[config.mk]
export PLATFORM = sky130hd
export DESIGN_NAME = pong_ai_paddle
export DESIGN_NICKNAME = d
export VERILOG_FILES = /design/src/rtl/pong_ai_paddle.sv
export SDC_FILE = /design/constraint.sdc
export NUM_CORES = 1
export LEC_CHECK = 0
export CAP_MARGIN = 20
export CORE_MARGIN = 3
export CORE_UTILIZATION = 33
export CTS_CLUSTER_DIAMETER = 100
export CTS_CLUSTER_SIZE = 16
export DETAILED_ROUTE_END_ITERATION = 16
export GPL_TIMING_DRIVEN = 0
export HOLD_SLACK_MARGIN = 0.03
export PLACE_DENSITY = 0.57
export SLEW_MARGIN = 30
export SYNTH_ARGS = -nofsm -noshare
export SYNTH_HDL_FRONTEND = slang
export SYNTH_SLANG_ARGS = --single-unit
[constraint.sdc]
create_clock -name clk_0 -period 6 [get_ports clk_0]
set_input_delay 1.2 -clock clk_0 [delete_from_list [all_inputs] [get_ports clk_0]]
set_output_delay 1.2 -clock clk_0 [all_outputs]
set_load 0.02 [all_outputs]
[src/rtl/pong_ai_paddle.sv]
// pong_ai_paddle: computer opponent that drives paddle 2 by issuing
// active-low up/down requests. Every SAMPLE_PSC cycles it samples the ball.
// It chases the ball after a reaction delay when the ball is approaching.
// When the ball is receding it returns the paddle to HOME_Y.
//
// Ports
//   clk_0      pixel clock
//   rst        asynchronous active-low reset
//   enable     AI owns paddle 2 while high
//   sq_shown   ball visible
//   game_over  game-over pulse
//   sq_xpos    ball left x
//   sq_ypos    ball top y
//   pdl_ypos   controlled paddle top y
//   up_n       active-low up request (to up_p2)
//   down_n     active-low down request (to down_p2)
//   state      current FSM state
module pong_ai_paddle #(
   parameter int SQ_WIDTH    = 16,
   parameter int PDL_HEIGHT  = 96,
   parameter int V_VIDEO     = 480,
   parameter int HOME_Y      = 191,
   parameter int DEAD_ZONE   = 8,
   parameter int SAMPLE_PSC  = 251_750,
   parameter int REACT_TICKS = 3
) (
   input  logic       clk_0,
   input  logic       rst,
   input  logic       enable,
   input  logic       sq_shown,
   input  logic       game_over,
   input  logic [9:0] sq_xpos,
   input  logic [9:0] sq_ypos,
   input  logic [9:0] pdl_ypos,
   output logic       up_n,
   output logic       down_n,
   output logic [2:0] state
);

   localparam logic [2:0] IDLE      = 3'd0;
   localparam logic [2:0] WAIT      = 3'd1;
   localparam logic [2:0] MOVE_UP   = 3'd2;
   localparam logic [2:0] MOVE_DOWN = 3'd3;
   localparam logic [2:0] RECENTER  = 3'd4;

   localparam int CW = (SAMPLE_PSC > 1) ? $clog2(SAMPLE_PSC) : 1;
   localparam int RW = (REACT_TICKS > 1) ? $clog2(REACT_TICKS) : 1;
   localparam logic [CW-1:0] CNT_LAST   = CW'(SAMPLE_PSC - 1);
   localparam logic [RW-1:0] REACT_LOAD = RW'(REACT_TICKS - 1);

   logic [CW-1:0] cnt_q, cnt_d;
   logic [RW-1:0] react_q, react_d;
   logic [9:0]    prev_x_q, prev_x_d;
   logic          prev_valid_q, prev_valid_d;
   logic [2:0]    state_q, state_d;
   logic          up_n_q, up_n_d;
   logic          down_n_q, down_n_d;

   logic              tick;
   logic              abort;
   logic              approaching;
   logic [11:0]       sq_c, pdl_c, home_c;
   logic signed [11:0] err, herr;
   logic [11:0]       err_mag, herr_mag;
   logic              err_big, herr_big;
   logic              at_top, at_bottom;

   assign tick  = (cnt_q == CNT_LAST);
   assign abort = !enable || !sq_shown || game_over;
   assign approaching = prev_valid_q && (sq_xpos > prev_x_q);

   // Centre-to-centre distances. Operands are zero-extended so that
   // 12-bit wraparound gives the correct signed result.
   assign sq_c   = {2'b00, sq_ypos} + 12'(SQ_WIDTH / 2);
   assign pdl_c  = {2'b00, pdl_ypos} + 12'(PDL_HEIGHT / 2);
   assign home_c = 12'(HOME_Y + PDL_HEIGHT / 2);
   assign err    = $signed(sq_c - pdl_c);
   assign herr   = $signed(home_c - pdl_c);

   assign err_mag  = err[11]  ? 12'(-err)  : 12'(err);
   assign herr_mag = herr[11] ? 12'(-herr) : 12'(herr);
   assign err_big  = err_mag  > 12'(DEAD_ZONE);
   assign herr_big = herr_mag > 12'(DEAD_ZONE);

   assign at_top    = (pdl_ypos == '0);
   assign at_bottom = ({2'b00, pdl_ypos} + 12'(PDL_HEIGHT)) >= 12'(V_VIDEO - 1);

   always_comb begin
      cnt_d        = tick ? '0 : cnt_q + 1'b1;
      prev_x_d     = tick ? sq_xpos : prev_x_q;
      prev_valid_d = abort ? 1'b0 : (tick ? 1'b1 : prev_valid_q);
      state_d      = state_q;
      react_d      = react_q;

      if (abort) begin
         state_d = IDLE;
      end else begin
         case (state_q)
            IDLE: begin
               // Decisions wait for one valid x sample, so the first tick
               // after reset or abort only records the ball position.
               if (tick && prev_valid_q) begin
                  if (approaching && err_big) begin
                     state_d = WAIT;
                     react_d = REACT_LOAD;
                  end else if (!approaching && herr_big) begin
                     state_d = RECENTER;
                  end
               end
            end
            WAIT: begin
               if (tick) begin
                  if (react_q != '0)
                     react_d = react_q - 1'b1;
                  else if (!err_big || !approaching)
                     state_d = IDLE;
                  else if (err[11])
                     state_d = MOVE_UP;
                  else
                     state_d = MOVE_DOWN;
               end
            end
            MOVE_UP: begin
               if (at_top)
                  state_d = IDLE;
               else if (tick && (!err_big || !err[11] || !approaching))
                  state_d = IDLE;
            end
            MOVE_DOWN: begin
               if (at_bottom)
                  state_d = IDLE;
               else if (tick && (!err_big || err[11] || !approaching))
                  state_d = IDLE;
            end
            RECENTER: begin
               // The boundary check follows whichever request is being driven.
               if ((!up_n_q && at_top) || (!down_n_q && at_bottom)) begin
                  state_d = IDLE;
               end else if (tick) begin
                  if (approaching && err_big) begin
                     state_d = WAIT;
                     react_d = REACT_LOAD;
                  end else if (!herr_big) begin
                     state_d = IDLE;
                  end
               end
            end
            default: state_d = IDLE;
         endcase
      end

      // Requests are decoded from the current state, so they lag it by one cycle.
      up_n_d   = !((state_q == MOVE_UP) || ((state_q == RECENTER) && herr[11]));
      down_n_d = !((state_q == MOVE_DOWN) ||
                   ((state_q == RECENTER) && !herr[11] && (herr != '0)));
   end

   always_ff @(posedge clk_0 or negedge rst) begin
      if (!rst) begin
         cnt_q        <= '0;
         react_q      <= '0;
         prev_x_q     <= '0;
         prev_valid_q <= 1'b0;
         state_q      <= IDLE;
         up_n_q       <= 1'b1;
         down_n_q     <= 1'b1;
      end else begin
         cnt_q        <= cnt_d;
         react_q      <= react_d;
         prev_x_q     <= prev_x_d;
         prev_valid_q <= prev_valid_d;
         state_q      <= state_d;
         up_n_q       <= up_n_d;
         down_n_q     <= down_n_d;
      end
   end

   assign up_n   = up_n_q;
   assign down_n = down_n_q;
   assign state  = state_q;

endmodule

==> metrics <==
status complete, no violations; relative slew slack roughly 58%; worst-skew pair later-pin latency roughly 0.29 ns; post-CTS setup buffer count 0; Root Buffer clkbuf_8; Final #Nets about 570; setup slack, reg-to-reg 3.00 ns; post-CTS sizing 0; area leader, netlist dfrtp_1; crit path DAT 5.58 ns; Setup WS pre-CTS 0.337 ns; Max stage delay on crit path around 0.58 ns; antenna violations before repair 0; cts bufs inserted 5; Area after DPL between 4000 and 5000 um^2; fraction of layout cells with a size suffix above 1 8.94%; asr flop ratio synth 100%; EDFF count, synth 0; commonest cells in the synthesized netlist ha_1, nand2_1, nor2_1; WP data required 6.20 ns; Setup Skew ~0.0074 ns; #FFs+latches synth 36; wire per inst ~14 um; RSZ-0062 raised after global routing false; Final Cycle Share between 80% and 90%; # rows 37; mapped cell area ~3700 um^2; clock sink total 36; # H-tree levels 2; Final HPWL DP between 6 and 7 mm; cell family with most CP delay compound AO/OA/AOI/OAI gates; max-slew violations 0; Min-Delay Path Class reg -> reg; Worst-path clk slew 0.07 ns; CP dominant cell by count ha_1; Final Cell Area 4350 um^2; leakage 1.87 nW; Crit Reg-Reg Startpoint cnt_q[4]$_DFF_PN0_; Chip Width 112 um; max frequency 0.186 GHz; largest cells by area after synthesis dfrtp_1, ha_1, o21ai_0; DIE AREA roughly 12000 um^2; ys flop type dfrtp_1; reg2reg path depth 9; hold_ws 0.495 ns; chip height 112 um; Vias 3358; DR vias/cell 5.35; core area around 11000 um^2; 1st-pass router iterations 4; setup_tns 0 ns; n_diodes 0; setup violators final 0; Yosys warning count 0; largest net degree at the start of global routing 28; Hold EP cnt_q[13]$_DFF_PN0_; WP buf/inv 3; Slowest cell on crit path clkdlybuf4s50_1; total I/O pin count 40; number of global-route vias before repair 3156; Hold Path Origin cnt_q[13]$_DFF_PN0_; Synth Area per Inst 8.27 um^2; critical path class in -> reg; most frequent cell after synthesis ha_1; GRT overflow 0; crit end category flop; initial DRC count 118; DRC viols 0; P per Cell Area 170 nW/um^2; GPL Wtd Cong 0.863; Cell variety after synth 77; Final Power roughly 0.74 mW; Clock Tree Buf Depth 2; hold depth 1; slack of the critical path approximately 0.62 ns; Initial Util 34.8%; Detail Route Antenna Nets 0; Layout area overhead 18.0%; CTS tree done; Post-Syn Instances 446; Final min period 5.38 ns; Syn Nets between 500 and 600; Critical Path Source Type input port; worst-path cell chain clkdlybuf4s50_1 > buf_6 > inv_1 > ha_1 > nand3b_1 > xor2_1 > ha_1 > ha_1 > nor2_1 > nor3_1 > nor3b_1 > a211oi_1 > nand4_1 > o41ai_4 > a31oi_2 > nand4bb_1 > a2111o_1 > o21ai_1; port bufs 37; maximum vdd drop approximately 0.12 mV; gr usage total 13.6%; Worst Tran Pin Value 0.627 ns; worst-path fanout max 10; worst r2r dst state[0]$_DFFE_PN0P_; top-area cell type share of the netlist area 23.1%; Detailed Route WL ~8.5 mm; Seq/Total Area, Yosys 24.5%; global-route wire length before repair roughly 14 mm; max-cap violations 0; hold_buf cts 0; final hold violation count 0
worst max path at each step:
stage,depth (start not counted),to,start,slack (ns)
final,18,state[2]$_DFFE_PN0P_,pdl_ypos[4],0.62
after global placement,18,state[2]$_DFFE_PN0P_,pdl_ypos[4],0.36
after CTS,18,state[2]$_DFFE_PN0P_,pdl_ypos[4],0.63
after detailed placement,18,state[2]$_DFFE_PN0P_,pdl_ypos[4],0.34
after floorplan,17,state[2]$_DFFE_PN0P_,pdl_ypos[4],1.48
after global routing,18,state[2]$_DFFE_PN0P_,pdl_ypos[4],0.37
placed cells by master, fill, tap and decap left out, types with 3 or more instances in the layout:
cell type / netlist / final
nand4_1: 15 / 15
nand2_1: 39 / 39
nor4_1: 5 / 5
nor2b_1: 5 / 5
a31oi_1: 4 / 4
nor3b_1: 3 / 3
nor3_1: 10 / 10
a211oi_1: 6 / 6
buf_6: 3 / 3
nand3b_1: 5 / 5
nand2b_1: 6 / 6
a21o_1: 8 / 8
nor2_1: 39 / 39
clkdlybuf4s50_1: 0 / 36
mux2i_1: 3 / 3
clkbuf_1: 5 / 6
nand3_1: 17 / 17
xnor2_1: 14 / 14
o21ai_0: 33 / 33
clkbuf_8: 0 / 5
a21oi_1: 19 / 19
inv_1: 37 / 37
ha_1: 40 / 40
and3_1: 7 / 7
o2111ai_1: 4 / 4
dfrtp_1: 34 / 34
buf_2: 5 / 6
o21bai_1: 3 / 3
xor2_1: 15 / 15
area by class of cell:
cell class              instances  area, um^2
fillers                      1107        6250
multi-input cells             357        2540
flip-flops and latches         36         903
repair buffers                 38         385
well taps                     136         170
inverters                      37         139
plain buffers                  16         100
clock buffers                   6        72.6
clock inverters                 2        35.0
layer usage:
| layer | vias up | wire, um | GRT usage [%] | part of all wire, % |
|---|---|---|---|---|
| met5 | - | 0 | 0 | 0 |
| met2 | 52 | 4070 | 22.5 | 48 |
| met3 | 5 | 314 | 2.23 | 3.7 |
| met1 | 1606 | 4090 | 19.0 | 48 |
| li1 | 1695 | - | - | - |
| met4 | 0 | 59 | 2.43 | 0.69 |
sequential cells by signal (all words and copies together), names as in the netlist:
register / flops
cnt_q: 18
down_n: 1
prev_x_q: 10
react_q: 2
state: 3
up_n: 1
prev_valid_q: 1
stage by stage:
stage | cells | util (%)
floorplan | 446 | -
global placement | 619 | 39.9
detailed placement | 620 | 40.0
CTS | 628 | 41.0
global route | 628 | 41.0
finish | 628 | 41.0
power breakdown:
group,internal (mW),switching (mW),leakage (nW)
clock network,0.123,0.0848,0.0552
registers,0.243,0.0000106,0.429
logic,0.126,0.163,1.39
worst register-to-register path: cells and delay by family, from the launching register on:
family          cells  cell delay (ns)
compound gates      2             0.49
simple gates        5             1.35
flops               1             0.43
buf+inv             1             0.44
mux                 1             0.22
cell families after synthesis:
kind of cell	count (synthesis)	share of synthesized area, %
buffers and inverters	53	6.48
muxes	4	1.12
xor gates and xnor gates	31	7.77
DFF	36	24.5
adders and majority gates	41	14.1
and+or+nand+nor	169	24.2
AOI/OAI and AO/OA	112	21.9
No activity file was read; power rests on OpenSTA's default activity.
